**src/rtl/video_pattern_gen.sv**
```systemverilog
// Programmable video timing plus test-pattern source; outputs are registered one cycle after counter state.
// Define VPG_AUTO_CYCLE_EN to ignore mode and step through patterns 0..9 every FRAMES_PER_MODE frames.
module video_pattern_gen #(
   parameter int BPC             = 8,
   parameter int HW              = 12,
   parameter int VW              = 11,
   parameter int BAR_W           = 16,
   parameter int FRAMES_PER_MODE = 60
) (
   input  logic             clk,
   input  logic             reset,
   input  logic             enable,
   input  logic [3:0]       mode,
   input  logic [HW-1:0]    h_active,
   input  logic [HW-1:0]    h_front,
   input  logic [HW-1:0]    h_sync,
   input  logic [HW-1:0]    h_back,
   input  logic [VW-1:0]    v_active,
   input  logic [VW-1:0]    v_front,
   input  logic [VW-1:0]    v_sync,
   input  logic [VW-1:0]    v_back,
   output logic             o_hsync_n,
   output logic             o_vsync_n,
   output logic             o_de,
   output logic [3*BPC-1:0] o_data,
   output logic             o_frame_start,
   output logic             o_cfg_err
);

   localparam int HT   = HW + 2;
   localparam int VT   = VW + 2;
   localparam int DW   = 3 * BPC;
   localparam int GREP = (BPC + 2) / 3;

   localparam logic [0:0] ST_IDLE = 1'b0;
   localparam logic [0:0] ST_RUN  = 1'b1;

   logic [0:0]    state_q, state_d;
   logic [HT-1:0] pix_q, pix_d;
   logic [VT-1:0] line_q, line_d;
   logic          err_q, err_d;
   logic [HW-1:0] off_q, off_d;

   logic [HW-1:0] sh_hact_q, sh_hfp_q, sh_hsync_q, sh_hbp_q;
   logic [VW-1:0] sh_vact_q, sh_vfp_q, sh_vsync_q, sh_vbp_q;

   logic [2:0]    col_q, col_d, row_q, row_d;
   logic [HW-1:0] hcnt_q, hcnt_d;
   logic [VW-1:0] vcnt_q, vcnt_d;

   logic          hsync_n_q, vsync_n_q, de_q, fs_q;
   logic [DW-1:0] data_q;

   logic [HT-1:0] htot, hstart, hend;
   logic [VT-1:0] vtot, vstart, vend;
   logic [HW-1:0] hband, ax, bar_pos, off_inc;
   logic [VW-1:0] vband, ay;
   logic          cfg_ok, pix_last, frame_last, in_h, in_v, de_c;
   logic          load, run_start, frame_wrap;
   logic [3:0]    pat_sel;
   logic [DW-1:0] pat_dat;

   function automatic logic [DW-1:0] rgb(input logic [2:0] c);
      return {{BPC{c[2]}}, {BPC{c[1]}}, {BPC{c[0]}}};
   endfunction

   // 3-bit level repeated MSB-first so that 7 maps to full scale at any BPC
   function automatic logic [BPC-1:0] gray_lvl(input logic [2:0] v);
      logic [3*GREP-1:0] rep;
      rep = {GREP{v}};
      return rep[3*GREP-1 -: BPC];
   endfunction

   function automatic logic [2:0] bar_rgb(input logic [2:0] c);
      logic [2:0] r;
      case (c)
         3'd0:    r = 3'b111;
         3'd1:    r = 3'b110;
         3'd2:    r = 3'b011;
         3'd3:    r = 3'b010;
         3'd4:    r = 3'b101;
         3'd5:    r = 3'b100;
         3'd6:    r = 3'b001;
         default: r = 3'b000;
      endcase
      return r;
   endfunction

   always_comb begin
      hstart = HT'(sh_hsync_q) + HT'(sh_hbp_q);
      hend   = hstart + HT'(sh_hact_q);
      htot   = hend + HT'(sh_hfp_q);
      vstart = VT'(sh_vsync_q) + VT'(sh_vbp_q);
      vend   = vstart + VT'(sh_vact_q);
      vtot   = vend + VT'(sh_vfp_q);
   end

   assign cfg_ok     = (h_active >= HW'(8)) && (v_active >= VW'(8)) &&
                       (h_sync != '0) && (v_sync != '0);
   assign pix_last   = (pix_q == htot - HT'(1));
   assign frame_last = pix_last && (line_q == vtot - VT'(1));
   assign in_h       = (pix_q >= hstart) && (pix_q < hend);
   assign in_v       = (line_q >= vstart) && (line_q < vend);
   assign de_c       = (state_q == ST_RUN) && in_h && in_v;
   assign run_start  = (state_q == ST_IDLE) && enable && cfg_ok;
   assign frame_wrap = (state_q == ST_RUN) && frame_last && enable && cfg_ok;
   assign load       = run_start || frame_wrap;
   assign off_inc    = off_q + HW'(1);

   always_comb begin
      state_d = state_q;
      pix_d   = pix_q;
      line_d  = line_q;
      err_d   = err_q;
      off_d   = off_q;
      case (state_q)
         ST_IDLE: begin
            pix_d  = '0;
            line_d = '0;
            if (enable) begin
               if (cfg_ok) begin
                  state_d = ST_RUN;
                  err_d   = 1'b0;
                  off_d   = '0;
               end else begin
                  err_d = 1'b1;
               end
            end
         end
         ST_RUN: begin
            if (frame_last) begin
               pix_d  = '0;
               line_d = '0;
               if (!enable) begin
                  state_d = ST_IDLE;
               end else if (cfg_ok) begin
                  err_d = 1'b0;
                  off_d = (off_inc >= h_active) ? '0 : off_inc;
               end else begin
                  state_d = ST_IDLE;
                  err_d   = 1'b1;
               end
            end else if (pix_last) begin
               pix_d  = '0;
               line_d = line_q + VT'(1);
            end else begin
               pix_d = pix_q + HT'(1);
            end
         end
         default: state_d = ST_IDLE;
      endcase
   end

   // Band indices step every active/8 pixels (lines) and stick at 7 to absorb the remainder
   assign hband = sh_hact_q >> 3;
   assign vband = sh_vact_q >> 3;

   always_comb begin
      col_d  = col_q;
      hcnt_d = hcnt_q;
      row_d  = row_q;
      vcnt_d = vcnt_q;
      if (!de_c) begin
         col_d  = '0;
         hcnt_d = '0;
      end else if (col_q != 3'd7) begin
         if (hcnt_q == hband - HW'(1)) begin
            col_d  = col_q + 3'd1;
            hcnt_d = '0;
         end else begin
            hcnt_d = hcnt_q + HW'(1);
         end
      end
      if (state_q != ST_RUN) begin
         row_d  = '0;
         vcnt_d = '0;
      end else if (pix_last) begin
         if (!in_v) begin
            row_d  = '0;
            vcnt_d = '0;
         end else if (row_q != 3'd7) begin
            if (vcnt_q == vband - VW'(1)) begin
               row_d  = row_q + 3'd1;
               vcnt_d = '0;
            end else begin
               vcnt_d = vcnt_q + VW'(1);
            end
         end
      end
   end

`ifdef VPG_AUTO_CYCLE_EN
   localparam int FCW = $clog2(FRAMES_PER_MODE + 1);
   logic [FCW-1:0] fcnt_q, fcnt_d;
   logic [3:0]     pat_q, pat_d;

   always_comb begin
      fcnt_d = fcnt_q;
      pat_d  = pat_q;
      if (run_start) begin
         fcnt_d = '0;
         pat_d  = '0;
      end else if (frame_wrap) begin
         if (fcnt_q == FCW'(FRAMES_PER_MODE - 1)) begin
            fcnt_d = '0;
            pat_d  = (pat_q == 4'd9) ? 4'd0 : pat_q + 4'd1;
         end else begin
            fcnt_d = fcnt_q + FCW'(1);
         end
      end
   end

   always_ff @(posedge clk or negedge reset) begin
      if (!reset) begin
         fcnt_q <= '0;
         pat_q  <= '0;
      end else begin
         fcnt_q <= fcnt_d;
         pat_q  <= pat_d;
      end
   end

   assign pat_sel = pat_q;
`else
   logic [3:0] sh_mode_q;

   always_ff @(posedge clk or negedge reset) begin
      if (!reset) begin
         sh_mode_q <= '0;
      end else if (load) begin
         sh_mode_q <= mode;
      end
   end

   assign pat_sel = sh_mode_q;
`endif

   assign ax      = HW'(pix_q - hstart);
   assign ay      = VW'(line_q - vstart);
   // (ax - offset) mod h_active without a divider: both operands already lie in [0, h_active)
   assign bar_pos = (ax >= off_q) ? (ax - off_q) : (ax + sh_hact_q - off_q);

   always_comb begin
      pat_dat = '0;
      case (pat_sel)
         4'd0: pat_dat = rgb(3'b100);
         4'd1: pat_dat = rgb(3'b010);
         4'd2: pat_dat = rgb(3'b001);
         4'd3: pat_dat = '0;
         4'd4: pat_dat = rgb(3'b111);
         4'd5: pat_dat = {3{gray_lvl(3'd7 - col_q)}};
         4'd6: pat_dat = rgb({3{col_q[0] ^ row_q[0]}});
         4'd7: pat_dat = rgb(bar_rgb(col_q));
         4'd8: begin
            if ((ax == '0) || (ax == sh_hact_q - HW'(1)) ||
                (ay == '0) || (ay == sh_vact_q - VW'(1))) begin
               pat_dat = rgb(3'b111);
            end
         end
         4'd9: begin
            if (32'(bar_pos) < 32'(BAR_W)) begin
               pat_dat = rgb(3'b111);
            end
         end
         default: pat_dat = '0;
      endcase
   end

   always_ff @(posedge clk or negedge reset) begin
      if (!reset) begin
         state_q    <= ST_IDLE;
         pix_q      <= '0;
         line_q     <= '0;
         err_q      <= 1'b0;
         off_q      <= '0;
         col_q      <= '0;
         hcnt_q     <= '0;
         row_q      <= '0;
         vcnt_q     <= '0;
         sh_hact_q  <= '0;
         sh_hfp_q   <= '0;
         sh_hsync_q <= '0;
         sh_hbp_q   <= '0;
         sh_vact_q  <= '0;
         sh_vfp_q   <= '0;
         sh_vsync_q <= '0;
         sh_vbp_q   <= '0;
      end else begin
         state_q <= state_d;
         pix_q   <= pix_d;
         line_q  <= line_d;
         err_q   <= err_d;
         off_q   <= off_d;
         col_q   <= col_d;
         hcnt_q  <= hcnt_d;
         row_q   <= row_d;
         vcnt_q  <= vcnt_d;
         if (load) begin
            sh_hact_q  <= h_active;
            sh_hfp_q   <= h_front;
            sh_hsync_q <= h_sync;
            sh_hbp_q   <= h_back;
            sh_vact_q  <= v_active;
            sh_vfp_q   <= v_front;
            sh_vsync_q <= v_sync;
            sh_vbp_q   <= v_back;
         end
      end
   end

   always_ff @(posedge clk or negedge reset) begin
      if (!reset) begin
         hsync_n_q <= 1'b1;
         vsync_n_q <= 1'b1;
         de_q      <= 1'b0;
         data_q    <= '0;
         fs_q      <= 1'b0;
      end else if (state_q == ST_IDLE) begin
         hsync_n_q <= 1'b1;
         vsync_n_q <= 1'b1;
         de_q      <= 1'b0;
         data_q    <= '0;
         fs_q      <= 1'b0;
      end else begin
         hsync_n_q <= (pix_q >= HT'(sh_hsync_q));
         vsync_n_q <= (line_q >= VT'(sh_vsync_q));
         de_q      <= de_c;
         data_q    <= de_c ? pat_dat : '0;
         fs_q      <= (pix_q == '0) && (line_q == '0);
      end
   end

   assign o_hsync_n     = hsync_n_q;
   assign o_vsync_n     = vsync_n_q;
   assign o_de          = de_q;
   assign o_data        = data_q;
   assign o_frame_start = fs_q;
   assign o_cfg_err     = err_q;

endmodule

```
**config.mk**
```make
export PLATFORM = sky130hd
export DESIGN_NAME = video_pattern_gen
export DESIGN_NICKNAME = d
export VERILOG_FILES = /design/src/rtl/video_pattern_gen.sv
export SDC_FILE = /design/constraint.sdc
export NUM_CORES = 1
export LEC_CHECK = 0
export ABC_AREA = 1
export ABC_CLOCK_PERIOD_IN_PS = 4550
export BUFFER_PORTS_ARGS = -buffer_cell sky130_fd_sc_hd__buf_2
export CELL_PAD_IN_SITES_DETAIL_PLACEMENT = 1
export CELL_PAD_IN_SITES_GLOBAL_PLACEMENT = 1
export CORE_ASPECT_RATIO = 1.5
export CORE_MARGIN = 2
export CORE_UTILIZATION = 41
export CTS_CLUSTER_DIAMETER = 100
export DETAILED_ROUTE_END_ITERATION = 10
export GPL_ROUTABILITY_DRIVEN = 0
export GPL_TIMING_DRIVEN = 1
export PLACE_DENSITY_LB_ADDON = 0.1
export SYNTH_ARGS = -nofsm -noshare
export SYNTH_HDL_FRONTEND = slang
export SYNTH_SLANG_ARGS = --single-unit
```
**constraint.sdc**
```tcl
create_clock -name clk -period 4.55 [get_ports clk]
set_input_delay 0.91 -clock clk [delete_from_list [all_inputs] [get_ports clk]]
set_output_delay 0.91 -clock clk [all_outputs]
set_load 0.1 [all_outputs]
```
==> metrics.csv <==
metric,value,unit
status,finished with violations,
violations,"max-capacitance violations, max-slew violations, negative setup slack",
dominantRegCellSynth,dfrtp_1,
first_iter_violations,2505,
setup_viol,176,
power.share.switching,27.7,%
cp_max_fo,7,
overflow,0,
path_common_cell,nand2_1,
drc,0,
rsz0062_at_grt,yes,
p_int,2.58,mW
routed_wl,120,mm
layout_setup_ws,-2.15,ns
yosysUniqueCellTypes,48,
pwr-share-clk,51.1,%
min_period,6.70,ns
p_switching,0.985,mW
clk_pin_slew_worst_paths,0.10,ns
nNetsFinal,3696,
fin_hold_ws,0.493,ns
dpl_cell_area,0.0225,mm2
dieHeight,266,um
synth_sequential_area_ratio,24.0,%
numCtsBuffers,17,
p_leak,15.0,nW
clockBufferDepth,2,
hold_viol,0,
crit_slowest_cell,xor2_2,
fin_crit_sh,147,%
critPathMaxStageDelay,0.55,ns
die_area,0.0474,mm2
start_util,41.6,%
cts_tree,built,
critPathLaunch,sh_hsync_q[1]$_DFFE_PN0P_,
drt.antenna.violating_nets,0,
clkSinkCount,179,
synth_edf_count,0,
r2r_start,sh_hsync_q[1]$_DFFE_PN0P_,
post-route-util,63.7,%
tightest_slew,1.57,ns
nFillCells,5392,
core,0.0449,mm2
viasPerCell,6.38,
required,4.81,ns
grt_pass1_vias,25400,
wire_per_inst,30.3,um
synth_cells,2780,
drive_above_1_share,37.8,%
worstPathArrival,6.96,ns
postCtsHoldBufs,0,
skew,0.0266,ns
fin_area,0.0286,mm2
synth.area.top_cells,"dfrtp_1 24%, nand2_1 15%, ha_1 15%",
pwr_density_cell,124,mW/mm2
insertion_delay,0.52,ns
setup_tns,-293.55,ns
slew_headroom,-5.87,%
yosys.area.top_type_share,23.7,%
syn_nets,3115,
end_kind,flop,
grt_util_all_layers,39.6,%
hpwlAfterDp,57.2,mm
h-tree-depth,4,
grt_pass1_wl,143,mm
hold_class,in -> async,
pin_count,128,
avgSynthCellArea,6.73,um2
portBuffers,127,
vias,25300,
drv_cap,1,
synth_seq_cells,179,
firstDrtPassIters,8,
slew_violations,2,
power_frac_comb,4.3,%
multiInputGateArea,0.0155,mm2
synth-async-reset-ratio,100,%
grt_max_degree,100,
critPathKind,reg -> reg,
max_freq,149,MHz
netlist_area,0.0187,mm2
area_growth,53.2,%
yosysTopAreaCell,dfrtp_1,
antenna_found_initial,10,
pwr-share-seq,44.6,%
die_width,178,um
regArea,0.00448,mm2
yosysWarningCount,0,
rows,95,
ir_drop,263,uV
worstSetupStartpointType,flop,
cts_root_buf,clkbuf_16,
## placed cells by master (no fill, tap or decap), types with 11 or more instances in the layout
master,synthesis,final
nand3_1,263,201
o21ai_0,81,34
nor3_1,50,41
clkbuf_16,0,21
a21oi_4,0,12
nor2_1,195,147
nand3_2,4,55
nand4_1,86,87
nor2_2,2,24
buf_16,0,24
xnor2_1,43,36
buf_12,0,28
xor2_2,0,21
nand2_4,0,76
buf_2,22,126
inv_1,457,421
o21ai_2,0,30
buf_6,3,33
o21ai_1,6,22
ha_1,218,158
xor2_1,125,94
dfrtp_1,177,176
nand3b_1,11,11
a21oi_1,103,63
nor4_1,22,20
nor2_4,1,27
inv_2,4,33
nand2_1,753,522
nand3_4,0,11
a21oi_2,1,29
nand2_2,4,157
fa_1,18,16
buf_4,24,412
ha_4,0,55
## metal layers
metal	part of all wire, %	global-route usage [%]	routed length (um)	up-vias
li1	-	-	-	10100
met1	31	38.6	36800	12100
met2	46	70.1	54700	1959
met3	11	8.29	13300	1095
met4	13	33.9	15100	6
met5	0.10	0	120	-
## cell families (layout without fill, tap and decap cells)
group	count (synthesis)	count (layout)	synth area share, %
adder cells (fa/ha/maj)	236	236	16.5
other	0	6	0
XOR/XNOR	168	168	7.87
flip-flops	179	179	24.0
AND/OR/NAND/NOR	1413	1416	32.8
buffers and inverters	538	1129	11.5
AO/OA/AOI/OAI	246	246	7.30
## critical path, delay by kind of cell, from the launching register on
kind / cells / cell delay [ns]
AOI/OAI and AO/OA: 7 / 1.17
xor gates and xnor gates: 2 / 0.80
adders and majority gates: 3 / 0.95
buffers and inverters: 4 / 0.57
DFF: 1 / 0.45
and+or+nand+nor: 18 / 2.45
## area by class of cell
type	instances	area share (%)
Clock buffer	18	1.53
Timing Repair Buffer	635	19.3
Sequential cell	179	15.7
Tap cell	582	2.54
Antenna cell	6	0.0524
Clock inverter	14	0.695
Multi-Input combinational cell	2066	54.1
Inverter	462	6.13
## synth_stat cells (4+ instances only)
| cell | number |
|---|---|
| a211oi_1 | 7 |
| a21o_1 | 5 |
| a21oi_1 | 103 |
| a31oi_1 | 12 |
| buf_1 | 9 |
| buf_2 | 22 |
| buf_4 | 24 |
| clkbuf_1 | 18 |
| dfrtp_1 | 177 |
| fa_1 | 18 |
| ha_1 | 218 |
| inv_1 | 457 |
| inv_2 | 4 |
| nand2_1 | 753 |
| nand2_2 | 4 |
| nand3_1 | 263 |
| nand3_2 | 4 |
| nand3b_1 | 11 |
| nand4_1 | 86 |
| nor2_1 | 195 |
| nor3_1 | 50 |
| nor3b_1 | 9 |
| nor4_1 | 22 |
| o21ai_0 | 81 |
| o21ai_1 | 6 |
| o21bai_1 | 14 |
| or2_2 | 6 |
| xnor2_1 | 43 |
| xor2_1 | 125 |
## power by group through the flow
stage               combinational (mW)  sequential, mW  clock (mW)
floorplan                       0.0229            1.62           0
global placement                 0.131            1.62           0
detailed placement               0.134            1.62           0
CTS                              0.141            1.59        1.74
global route                     0.162            1.59        1.89
finish                           0.153            1.59        1.82
## metrics by stage
step           power [mW]  worst slack (ns)  instances
3_3_place_gp         1.75            -0.937       3750
3_5_place_dp         1.76             -1.20       3750
6_report             3.56             -2.15       3962
5_1_grt              3.64             -2.13       3957
2_1_floorplan        1.64           -0.0665       2780
4_1_cts              3.47            -0.989       3906
## what timing repair did
action / in CTS / in global routing
gates cloned: 32 / 5
endpoints found under the hold margin: 0 / 0
pin swaps: 124 / 170
resized for setup: 385 / 476
buffers inserted: 99 / 61
setup endpoints to repair: 176 / 176
## state kept, by name (all words and copies together), names as in the netlist
| signal | flops |
|---|---|
| o_data | 9 |
| o_cfg_err | 1 |
| o_de | 1 |
| pat_sel | 4 |
| sh_hbp_q | 12 |
| off_q | 12 |
| sh_hact_q | 12 |
| sh_hfp_q | 12 |
| sh_vsync_q | 11 |
| o_vsync_n | 1 |
| sh_vbp_q | 11 |
| o_frame_start | 1 |
| o_hsync_n | 1 |
| hcnt_q | 12 |
| col_q | 3 |
| sh_hsync_q | 12 |
| sh_vact_q | 11 |
| sh_vfp_q | 11 |
| pix_q | 14 |
| line_q | 13 |
| row_q | 3 |
| state_q | 1 |
| vcnt_q | 11 |
## worst paths after layout
path / end / slack [ns] / cells after the start
max reg2reg: sh_hfp_q[11]$_DFFE_PN0P_ / -2.15 / 34
min in group clk: sh_vfp_q[10]$_DFFE_PN0P_ / 0.49 / 2
max in group asynchronous: o_vsync_n$_DFF_PN1_ / 3.04 / 2
min reg2reg: sh_vfp_q[10]$_DFFE_PN0P_ / 0.49 / 2
max: sh_hfp_q[11]$_DFFE_PN0P_ / -2.15 / 34
min: sh_hsync_q[7]$_DFFE_PN0P_ / 0.49 / 1
(Power assumes the default switching activity.)
